### config.mk
export PLATFORM = sky130hd
export DESIGN_NAME = shared_port_mux
export DESIGN_NICKNAME = d
export VERILOG_FILES = /design/src/rtl/shared_port_mux.sv
export SDC_FILE = /design/constraint.sdc
export NUM_CORES = 1
export LEC_CHECK = 0
export CORE_ASPECT_RATIO = 0.8
export CORE_UTILIZATION = 52
export CTS_CLUSTER_SIZE = 28
export DETAILED_ROUTE_END_ITERATION = 7
export GPL_TIMING_DRIVEN = 0
export MAX_ROUTING_LAYER = met4
export PLACE_DENSITY = 0.84
export SYNTH_ARGS = -nofsm -noshare
export SYNTH_HDL_FRONTEND = slang
export SYNTH_SLANG_ARGS = --single-unit
### constraint.sdc
create_clock -name clk -period 3.23 [get_ports clk]
set_input_delay 0.4845 -clock clk [delete_from_list [all_inputs] [get_ports clk]]
set_output_delay 0.4845 -clock clk [all_outputs]
set_load 0.02 [all_outputs]
### src/rtl/shared_port_mux.sv
// rtl/shared_port_mux.sv - shared bus port behind the two-pipeline arbiter
//
// Captures the granted pipeline's command into a command FIFO and issues the
// commands in order to one shared bus port over a valid/ready handshake. Each
// issued command leaves its source id in a tag FIFO. The in-order bus responses
// pop that tag and are steered back to the pipeline that issued the command.
//
// Optional feature: define RSP_TIMEOUT_EN to add the response watchdog. When it
// fires, the oldest outstanding command is answered with all-ones data.
//
// Ports
//   clk, reset_n                 clock and asynchronous active-low reset
//   grant_1/2                    registered arbiter grants
//   addr_x, wdata_x, we_x        command fields per pipeline
//   cmd_full                     registered back-pressure to the pipelines
//   bus_valid/ready, bus_addr,
//   bus_wdata, bus_we            command handshake to the shared bus
//   bus_rsp_valid/rdata          in-order responses from the shared bus
//   rsp_valid_x, rsp_rdata_x     response strobe and data per pipeline
//   err                          sticky protocol error
module shared_port_mux #(
   parameter int AW             = 8,
   parameter int DW             = 32,
   parameter int DEPTH          = 4,
   parameter int OUTSTANDING    = 4,
   parameter int TIMEOUT_CYCLES = 255
) (
   input  logic          clk,
   input  logic          reset_n,
   input  logic          grant_1,
   input  logic          grant_2,
   input  logic [AW-1:0] addr_1,
   input  logic [AW-1:0] addr_2,
   input  logic [DW-1:0] wdata_1,
   input  logic [DW-1:0] wdata_2,
   input  logic          we_1,
   input  logic          we_2,
   output logic          cmd_full,
   output logic          bus_valid,
   input  logic          bus_ready,
   output logic [AW-1:0] bus_addr,
   output logic [DW-1:0] bus_wdata,
   output logic          bus_we,
   input  logic          bus_rsp_valid,
   input  logic [DW-1:0] bus_rsp_rdata,
   output logic          rsp_valid_1,
   output logic          rsp_valid_2,
   output logic [DW-1:0] rsp_rdata_1,
   output logic [DW-1:0] rsp_rdata_2,
   output logic          err
);

   localparam int CPW = $clog2(DEPTH);
   localparam int CCW = CPW + 1;
   localparam int TPW = $clog2(OUTSTANDING);
   localparam int TCW = TPW + 1;

   if ((DEPTH < 2) || ((DEPTH & (DEPTH - 1)) != 0)) begin : g_bad_depth
      $error("DEPTH must be a power of two >= 2");
   end
   if ((OUTSTANDING < 2) || ((OUTSTANDING & (OUTSTANDING - 1)) != 0)) begin : g_bad_outstanding
      $error("OUTSTANDING must be a power of two >= 2");
   end
   if (TIMEOUT_CYCLES < 1) begin : g_bad_timeout
      $error("TIMEOUT_CYCLES must be >= 1");
   end

   // Command FIFO. The source bit is 0 for pipeline 1 and 1 for pipeline 2.
   logic [AW-1:0]  c_addr  [DEPTH];
   logic [DW-1:0]  c_wdata [DEPTH];
   logic           c_we    [DEPTH];
   logic           c_src   [DEPTH];
   logic [CPW-1:0] c_wr, c_rd;
   logic [CCW-1:0] c_cnt, c_cnt_next;

   // Tag FIFO: one source bit per issued-but-unanswered command
   logic           t_src [OUTSTANDING];
   logic [TPW-1:0] t_wr, t_rd;
   logic [TCW-1:0] t_cnt;

   logic push_req, push_ok, both_grants, pop, t_pop, timeout_fire, err_set;
   logic [DW-1:0] rsp_data;

`ifdef RSP_TIMEOUT_EN
   localparam int TOW = $clog2(TIMEOUT_CYCLES + 1);
   logic [TOW-1:0] to_cnt;
   // Fires on the edge where the counter would reach TIMEOUT_CYCLES; a real response wins.
   assign timeout_fire = (t_cnt != '0) && !bus_rsp_valid && (to_cnt == TOW'(TIMEOUT_CYCLES - 1));
`else
   assign timeout_fire = 1'b0;
`endif

   always_comb begin
      both_grants = grant_1 & grant_2;
      push_req    = grant_1 ^ grant_2;
      bus_valid   = (c_cnt != '0) && (t_cnt < TCW'(OUTSTANDING));
      pop         = bus_valid && bus_ready;
      // A full FIFO still accepts when the head leaves in the same cycle.
      push_ok     = push_req && ((c_cnt < CCW'(DEPTH)) || pop);
      c_cnt_next  = c_cnt + CCW'(push_ok) - CCW'(pop);
      bus_addr    = c_addr[c_rd];
      bus_wdata   = c_wdata[c_rd];
      bus_we      = c_we[c_rd];
      t_pop       = (bus_rsp_valid && (t_cnt != '0)) || timeout_fire;
      rsp_data    = timeout_fire ? {DW{1'b1}} : bus_rsp_rdata;
      err_set     = both_grants || (push_req && !push_ok) ||
                    (bus_rsp_valid && (t_cnt == '0)) || timeout_fire;
   end

   always_ff @(posedge clk or negedge reset_n) begin
      if (!reset_n) begin
         for (int i = 0; i < DEPTH; i++) begin
            c_addr[i]  <= '0;
            c_wdata[i] <= '0;
            c_we[i]    <= 1'b0;
            c_src[i]   <= 1'b0;
         end
         for (int i = 0; i < OUTSTANDING; i++) begin
            t_src[i] <= 1'b0;
         end
         c_wr        <= '0;
         c_rd        <= '0;
         c_cnt       <= '0;
         t_wr        <= '0;
         t_rd        <= '0;
         t_cnt       <= '0;
         cmd_full    <= 1'b0;
         rsp_valid_1 <= 1'b0;
         rsp_valid_2 <= 1'b0;
         rsp_rdata_1 <= '0;
         rsp_rdata_2 <= '0;
         err         <= 1'b0;
      end else begin
         if (push_ok) begin
            c_addr[c_wr]  <= grant_2 ? addr_2 : addr_1;
            c_wdata[c_wr] <= grant_2 ? wdata_2 : wdata_1;
            c_we[c_wr]    <= grant_2 ? we_2 : we_1;
            c_src[c_wr]   <= grant_2;
            c_wr          <= c_wr + 1'b1;
         end
         if (pop) begin
            c_rd         <= c_rd + 1'b1;
            t_src[t_wr]  <= c_src[c_rd];
            t_wr         <= t_wr + 1'b1;
         end
         if (t_pop) begin
            t_rd <= t_rd + 1'b1;
         end
         c_cnt       <= c_cnt_next;
         t_cnt       <= t_cnt + TCW'(pop) - TCW'(t_pop);
         // Asserted one entry early because grants arrive a cycle after the request.
         cmd_full    <= (c_cnt_next >= CCW'(DEPTH - 1));
         rsp_valid_1 <= t_pop && !t_src[t_rd];
         rsp_valid_2 <= t_pop && t_src[t_rd];
         if (t_pop && !t_src[t_rd]) rsp_rdata_1 <= rsp_data;
         if (t_pop && t_src[t_rd])  rsp_rdata_2 <= rsp_data;
         err         <= err | err_set;
      end
   end

`ifdef RSP_TIMEOUT_EN
   always_ff @(posedge clk or negedge reset_n) begin
      if (!reset_n) begin
         to_cnt <= '0;
      end else if ((t_cnt == '0) || bus_rsp_valid || timeout_fire) begin
         to_cnt <= '0;
      end else begin
         to_cnt <= to_cnt + 1'b1;
      end
   end
`endif

endmodule
After elaboration in Yosys (flattened, before gate mapping)
Cells that the tools add are included.
{"block": "classes", "order_cmp": 9, "reduce_logical": 18, "add_sub_neg": 8, "muxes": 31, "n_bitwise": 7}
{"cell": "bitwise mux 128 bit", "n": 1}
{"cell": "2-to-1 mux 32 bit", "n": 4}
{"cell": "binary-select mux 32 bit (select 2 bit)", "n": 1}
{"cell": "demux 32 bit (select 2 bit)", "n": 1}
{"cell": "bitwise mux 32 bit", "n": 1}
{"cell": "2-to-1 mux 8 bit", "n": 4}
{"cell": "binary-select mux 8 bit (select 2 bit)", "n": 1}
{"cell": "demux 8 bit (select 2 bit)", "n": 1}
{"cell": "bitwise mux 4 bit", "n": 3}
{"cell": "greater-or-equal comparator 3 bit, second input constant", "n": 4}
{"cell": "NOT 2 -> 3 bit", "n": 4}
{"cell": "logical AND 1 bit", "n": 10}
{"cell": "2-to-1 mux 1 bit", "n": 9}
{"cell": "adder 2 x 1 -> 2 bit, second input constant", "n": 4}
{"cell": "adder 3 x 1 -> 3 bit", "n": 2}
{"cell": "binary-select mux 1 bit (select 2 bit)", "n": 3}
{"cell": "< comparator 3 x 1 -> 1 bit, second input constant", "n": 2}
{"cell": "< comparator 3 bit, second input constant", "n": 2}
{"cell": "nonzero test 3 bit", "n": 2}
{"cell": "subtractor 3 x 1 -> 3 bit", "n": 2}
{"cell": "demux 1 bit (select 2 bit)", "n": 2}
{"cell": "greater-or-equal comparator 3 x 2 -> 1 bit, second input constant", "n": 1}
{"cell": "logical NOT 3 bit", "n": 1}
{"cell": "logical OR 1 bit", "n": 3}
{"cell": "other kinds (4)", "n": 5}
{"block": "word_totals", "reg_bits": 254, "output_inout_bits": 110, "wordCells": 105}

Logic depth before layout (Yosys ltp)
{"block": "logic_depth", "depth_word": 10, "ltp_mapped": 11}

Least setup slack after synthesis
Ideal clock, no wire load.
{"block": "synth_timing", "path_kind": "reg-to-reg", "startpoint": "reg c_cnt[2]", "endpoint": "reg cmd_full", "stages_incl_launch_ff": 12, "slack_ps": 766, "setup_time_ps": 118, "n_path_buf": 1, "t_arrival_ps": 2346, "cell_sequence": "dfrtp_1 or3_1 clkbuf_1 nand2_1 inv_1 ha_1 inv_1 ha_1 fa_1 xnor2_1 xnor2_1 a21o_1"}
{"block": "synth_between", "elab_chain_len": 8, "elab_cells_between_ends": 9, "cone_classes": "add/sub: 2; order compare: 2; reduce/logical: 5"}
{"item": "start, declared", "line_no": "74", "text": "logic [CCW-1:0] c_cnt, c_cnt_next;"}
{"item": "start signal, assigned", "line_no": "149", "text": "c_cnt <= c_cnt_next;"}
{"item": "nonzero test 3 bit (*)", "line_no": "96", "text": "bus_valid = (c_cnt != '0) && (t_cnt < TCW'(OUTSTANDING));"}
{"item": "logical AND 1 bit (*)", "line_no": "96"}
{"item": "logical AND 1 bit (*)", "line_no": "97", "text": "pop = bus_valid && bus_ready;"}
{"item": "net pop", "line_no": "81", "text": "logic push_req, push_ok, both_grants, pop, t_pop, timeout_fire, err_set;"}
{"item": "logical OR 1 bit", "line_no": "99", "text": "push_ok = push_req && ((c_cnt < CCW'(DEPTH)) || pop);"}
{"item": "logical AND 1 bit", "line_no": "99"}
{"item": "adder 3 x 1 -> 3 bit", "line_no": "100", "text": "c_cnt_next = c_cnt + CCW'(push_ok) - CCW'(pop);"}
{"item": "subtractor 3 x 1 -> 3 bit (*)", "line_no": "100"}
{"item": "net c_cnt_next[2]", "line_no": "74"}
{"item": "greater-or-equal comparator 3 x 2 -> 1 bit (*)", "line_no": "152", "text": "cmd_full <= (c_cnt_next >= CCW'(DEPTH - 1));"}
{"item": "end signal, assigned", "line_no": "152"}
{"item": "end, declared", "line_no": "38", "text": "output logic cmd_full,"}
The timed path passes the listed nets; every way through them passes the cells marked *.
A chain may end at the register's enable or synchronous reset.

Worst setup path in the final report
{"block": "layout_timing", "startpoint": "reg c_rd[0]", "endpoint": "out bus_wdata[25]"}
{"block": "layout_between", "elab_chain_len": 4}
{"item": "start, declared", "line_no": "73", "text": "logic [CPW-1:0] c_wr, c_rd;"}
{"item": "start signal, assigned", "line_no": "142", "text": "c_rd <= c_rd + 1'b1;"}
{"item": "NOT 2 -> 3 bit (not written as such)", "line_no": "102", "text": "bus_wdata = c_wdata[c_rd];"}
{"item": "binary-select mux 32 bit (select 2 bit)", "line_no": "102"}
{"item": "2-to-1 mux 32 bit (not written as such) (2 in a row)", "line_no": "102"}
{"item": "end, declared", "line_no": "42", "text": "output logic [DW-1:0] bus_wdata,"}
No other way between the ends. The select of a mux whose other input is x is not followed.

==> metrics <==
max cap viols=0; final core occ=70.2%; synthesis warning total=0; I/O Buffers=229; largest net degree at the start of global routing=122; CTS Buffer Depth=3; antenna violations before repair=0; final worst path period share=96.1%; CTS buffer count=26; Worst Clk Skew=9.18 ps; hpwl dp=17.0 mm; CP max FO=10; grt ovf=0; Internal=0.0116 W; final setup violation count=0; setup ws final=126 ps; Routed WL=24.5 mm; PD cells=1130 nW/µm²; Initial Util=53.6%; Final Hold Fails=0; Setup Crit Path Kind=flop to output pin; critical path launch point type=flop; post-synth net total=819; Mapped Area=11600 µm²; total power draw=0.0173 W; Worst EP arrival=2620 ps; Total GRT Usage=23.1%; postcts setup bufs=0; vias after detailed routing=6729; flip-flop and latch count after synthesis=254; peak supply drop=573 µV; Final nets=1079; cell count of the worst reg-to-reg path=11; Netlist cell types=28; Clock power frac=17.8%; # rows=48; TritonCTS sink count=254; max-slew violation count=0; Min-Delay Path Class=input pin to async pin; H-tree Lvls=1; die area=23000 µm²; Reg-to-Reg Start=c_cnt[1]$_DFF_PN0_; Die Y=136 µm; DRC=0; crit path launch=c_rd[0]$_DFFE_PN0P_; CTS tree=done; DRT iter0 DRCs=327; routed length per instance=19.4 µm; most frequent cells in the layout=254 x dfrtp_1, 228 x clkdlybuf4s50_1, 198 x mux2_2, 80 x mux2_4, 43 x mux4_2; Routed Antenna Nets=0; Net Sw Frac=32.8%; Setup crit end=bus_wdata[25]; Clk Latency, worst-skew pair=520 ps; drt first pass iters=4; vias per cell=5.33; Flop pwr share=33.2%; global-route wire length before repair=40.1 mm; Critical Path RT=2750 ps; r2r setup slk=510 ps; core footprint=21700 µm²; status=finished, final reports clean; commonest non-fill, non-tap cell in the layout=dfrtp_1; vias in the first global route=7208; FMAX=322 MHz; sequential-to-total area share from yosys stat=54.6%; CTS root buf=clkbuf_16; # IOs=230; Rel. slew slack=59.9%; Final GP Congestion=0.761; Place WS=78.7 ps; Logic pwr share=49.0%; layout cell share with drive strength beyond 1=41.9%; Net Sw Power=0.00567 W; synthesized instance count=684; worst slew pin tran=601 ps; Antenna Diode Count=0; die width=169 µm; clk slew on worst S/H paths=60 ps; Avg Synthesized Cell Area=17.0 µm²; Layout area overhead=31.1%; CP endpoint kind=output pin; Leak=6.50 nW; clock period minus worst slack=3100 ps; worst reg2reg path endpoint=cmd_full$_DFF_PN0_
==> logic make-up after synthesis <==
family | after synthesis | synth area share (%)
AO/OA/AOI/OAI | 9 | 0.741
XOR/XNOR | 10 | 0.752
adder cells (fa/ha/maj) | 15 | 1.74
buffers and inverters | 57 | 3.59
flip-flops | 254 | 54.6
multiplexers | 321 | 37.8
AND/OR/NAND/NOR | 18 | 0.849
==> power groups by stage <==
| stage | Sequential, W | Combinational [W] | Clock, W |
|---|---|---|---|
| CTS | 0.00572 | 0.00854 | 0.00314 |
| global route | 0.00593 | 0.00899 | 0.00328 |
| floorplan | 0.00604 | 0.00505 | 0 |
| detailed placement | 0.00575 | 0.00851 | 0 |
| global placement | 0.00568 | 0.00833 | 0 |
| finish | 0.00572 | 0.00846 | 0.00308 |
==> per-layer routing <==
| metal | part of all wire, % | vias to the layer above | GRT usage [%] | routed length, µm |
|---|---|---|---|---|
| met5 | 0 | - | - | 0 |
| met1 | 46 | 3464 | 31.3 | 11200 |
| li1 | - | 3019 | - | - |
| met2 | 46 | 212 | 35.9 | 11300 |
| met3 | 6.5 | 34 | 4.89 | 1600 |
| met4 | 1.7 | 0 | 5.36 | 417 |
==> per-stage QoR <==
step | hold WS [ps] | TNS [ps] | area (µm²) | instances
final | 488 | 0 | 15300 | 1262
after global routing | 512 | -5.59 | 15300 | 1262
after CTS | 488 | 0 | 15300 | 1262
after detailed placement | 451 | 0 | 14400 | 1215
after global placement | 464 | -2306300 | 14300 | 1213
after floorplan | 189 | 0 | 11600 | 684
==> cell usage after synthesis <==
| master | count | area (µm²) |
|---|---|---|
| mux4_2 | 43 | 968 |
| mux2_2 | 198 | 2230 |
| buf_6 | 6 | 67.6 |
| or3_1 | 1 | 6.26 |
| nand2b_1 | 1 | 6.26 |
| nor3_1 | 2 | 10.0 |
| buf_4 | 3 | 22.5 |
| nor2_1 | 1 | 3.75 |
| inv_1 | 14 | 52.6 |
| xnor2_1 | 9 | 78.8 |
| mux2_4 | 80 | 1200 |
| clkbuf_1 | 12 | 45.0 |
| ha_1 | 13 | 163 |
| fa_1 | 2 | 40.0 |
| a21o_1 | 1 | 7.51 |
| o21ai_0 | 2 | 10.0 |
| o211a_1 | 4 | 40.0 |
| xor2_1 | 1 | 8.76 |
| nand2_2 | 1 | 6.26 |
| nor2_4 | 1 | 11.3 |
| buf_12 | 8 | 160 |
| nand3_1 | 7 | 35.0 |
| nor2b_2 | 1 | 8.76 |
| nand2_1 | 3 | 11.3 |
| o31ai_4 | 1 | 21.3 |
| buf_2 | 14 | 70.1 |
| a211oi_1 | 1 | 7.51 |
| dfrtp_1 | 254 | 6360 |
==> layout make-up <==
| cell class | count | area [µm²] |
|---|---|---|
| sequential | 254 | 6360 |
| clock inverter | 9 | 120 |
| inverter | 14 | 52.6 |
| timing repair buffer | 232 | 2360 |
| tap | 300 | 375 |
| multi-input combinational | 373 | 4870 |
| clock buffer | 37 | 753 |
| buffer | 43 | 378 |
| fill | 1458 | 6470 |
==> flip-flops by register name, summed over array words and instances (netlist names) <==
signal       count
c_addr          32
c_cnt            3
c_rd             2
c_src            4
c_wdata        128
c_we             4
c_wr             2
cmd_full         1
err              1
rsp_rdata_1     32
rsp_rdata_2     32
rsp_valid_1      1
rsp_valid_2      1
t_cnt            3
t_rd             2
t_src            4
t_wr             2
==> how the worst min path moves through the flow <==
stage,to
floorplan,c_addr[0]$_DFFE_PN0P_
CTS,rsp_rdata_1[2]$_DFFE_PN0P_
detailed placement,rsp_rdata_2[2]$_DFFE_PN0P_
finish,rsp_rdata_2[2]$_DFFE_PN0P_
global route,rsp_rdata_2[24]$_DFFE_PN0P_
global placement,err$_DFF_PN0_
==> timing repair <==
action / in CTS / in global routing
hold endpoints to repair: 63 / 0
gates resized for setup: 3 / 5
endpoints found under the setup margin: 13 / 28
hold buffers: 1 / 0
==> worst max-delay path, cell delays in order, from the launching register on <==
cell and delay [ps]:
dfrtp_1 310, buf_2 250, buf_2 370, mux4_2 600, clkdlybuf4s50_1 560
(Power assumes the default switching activity.)
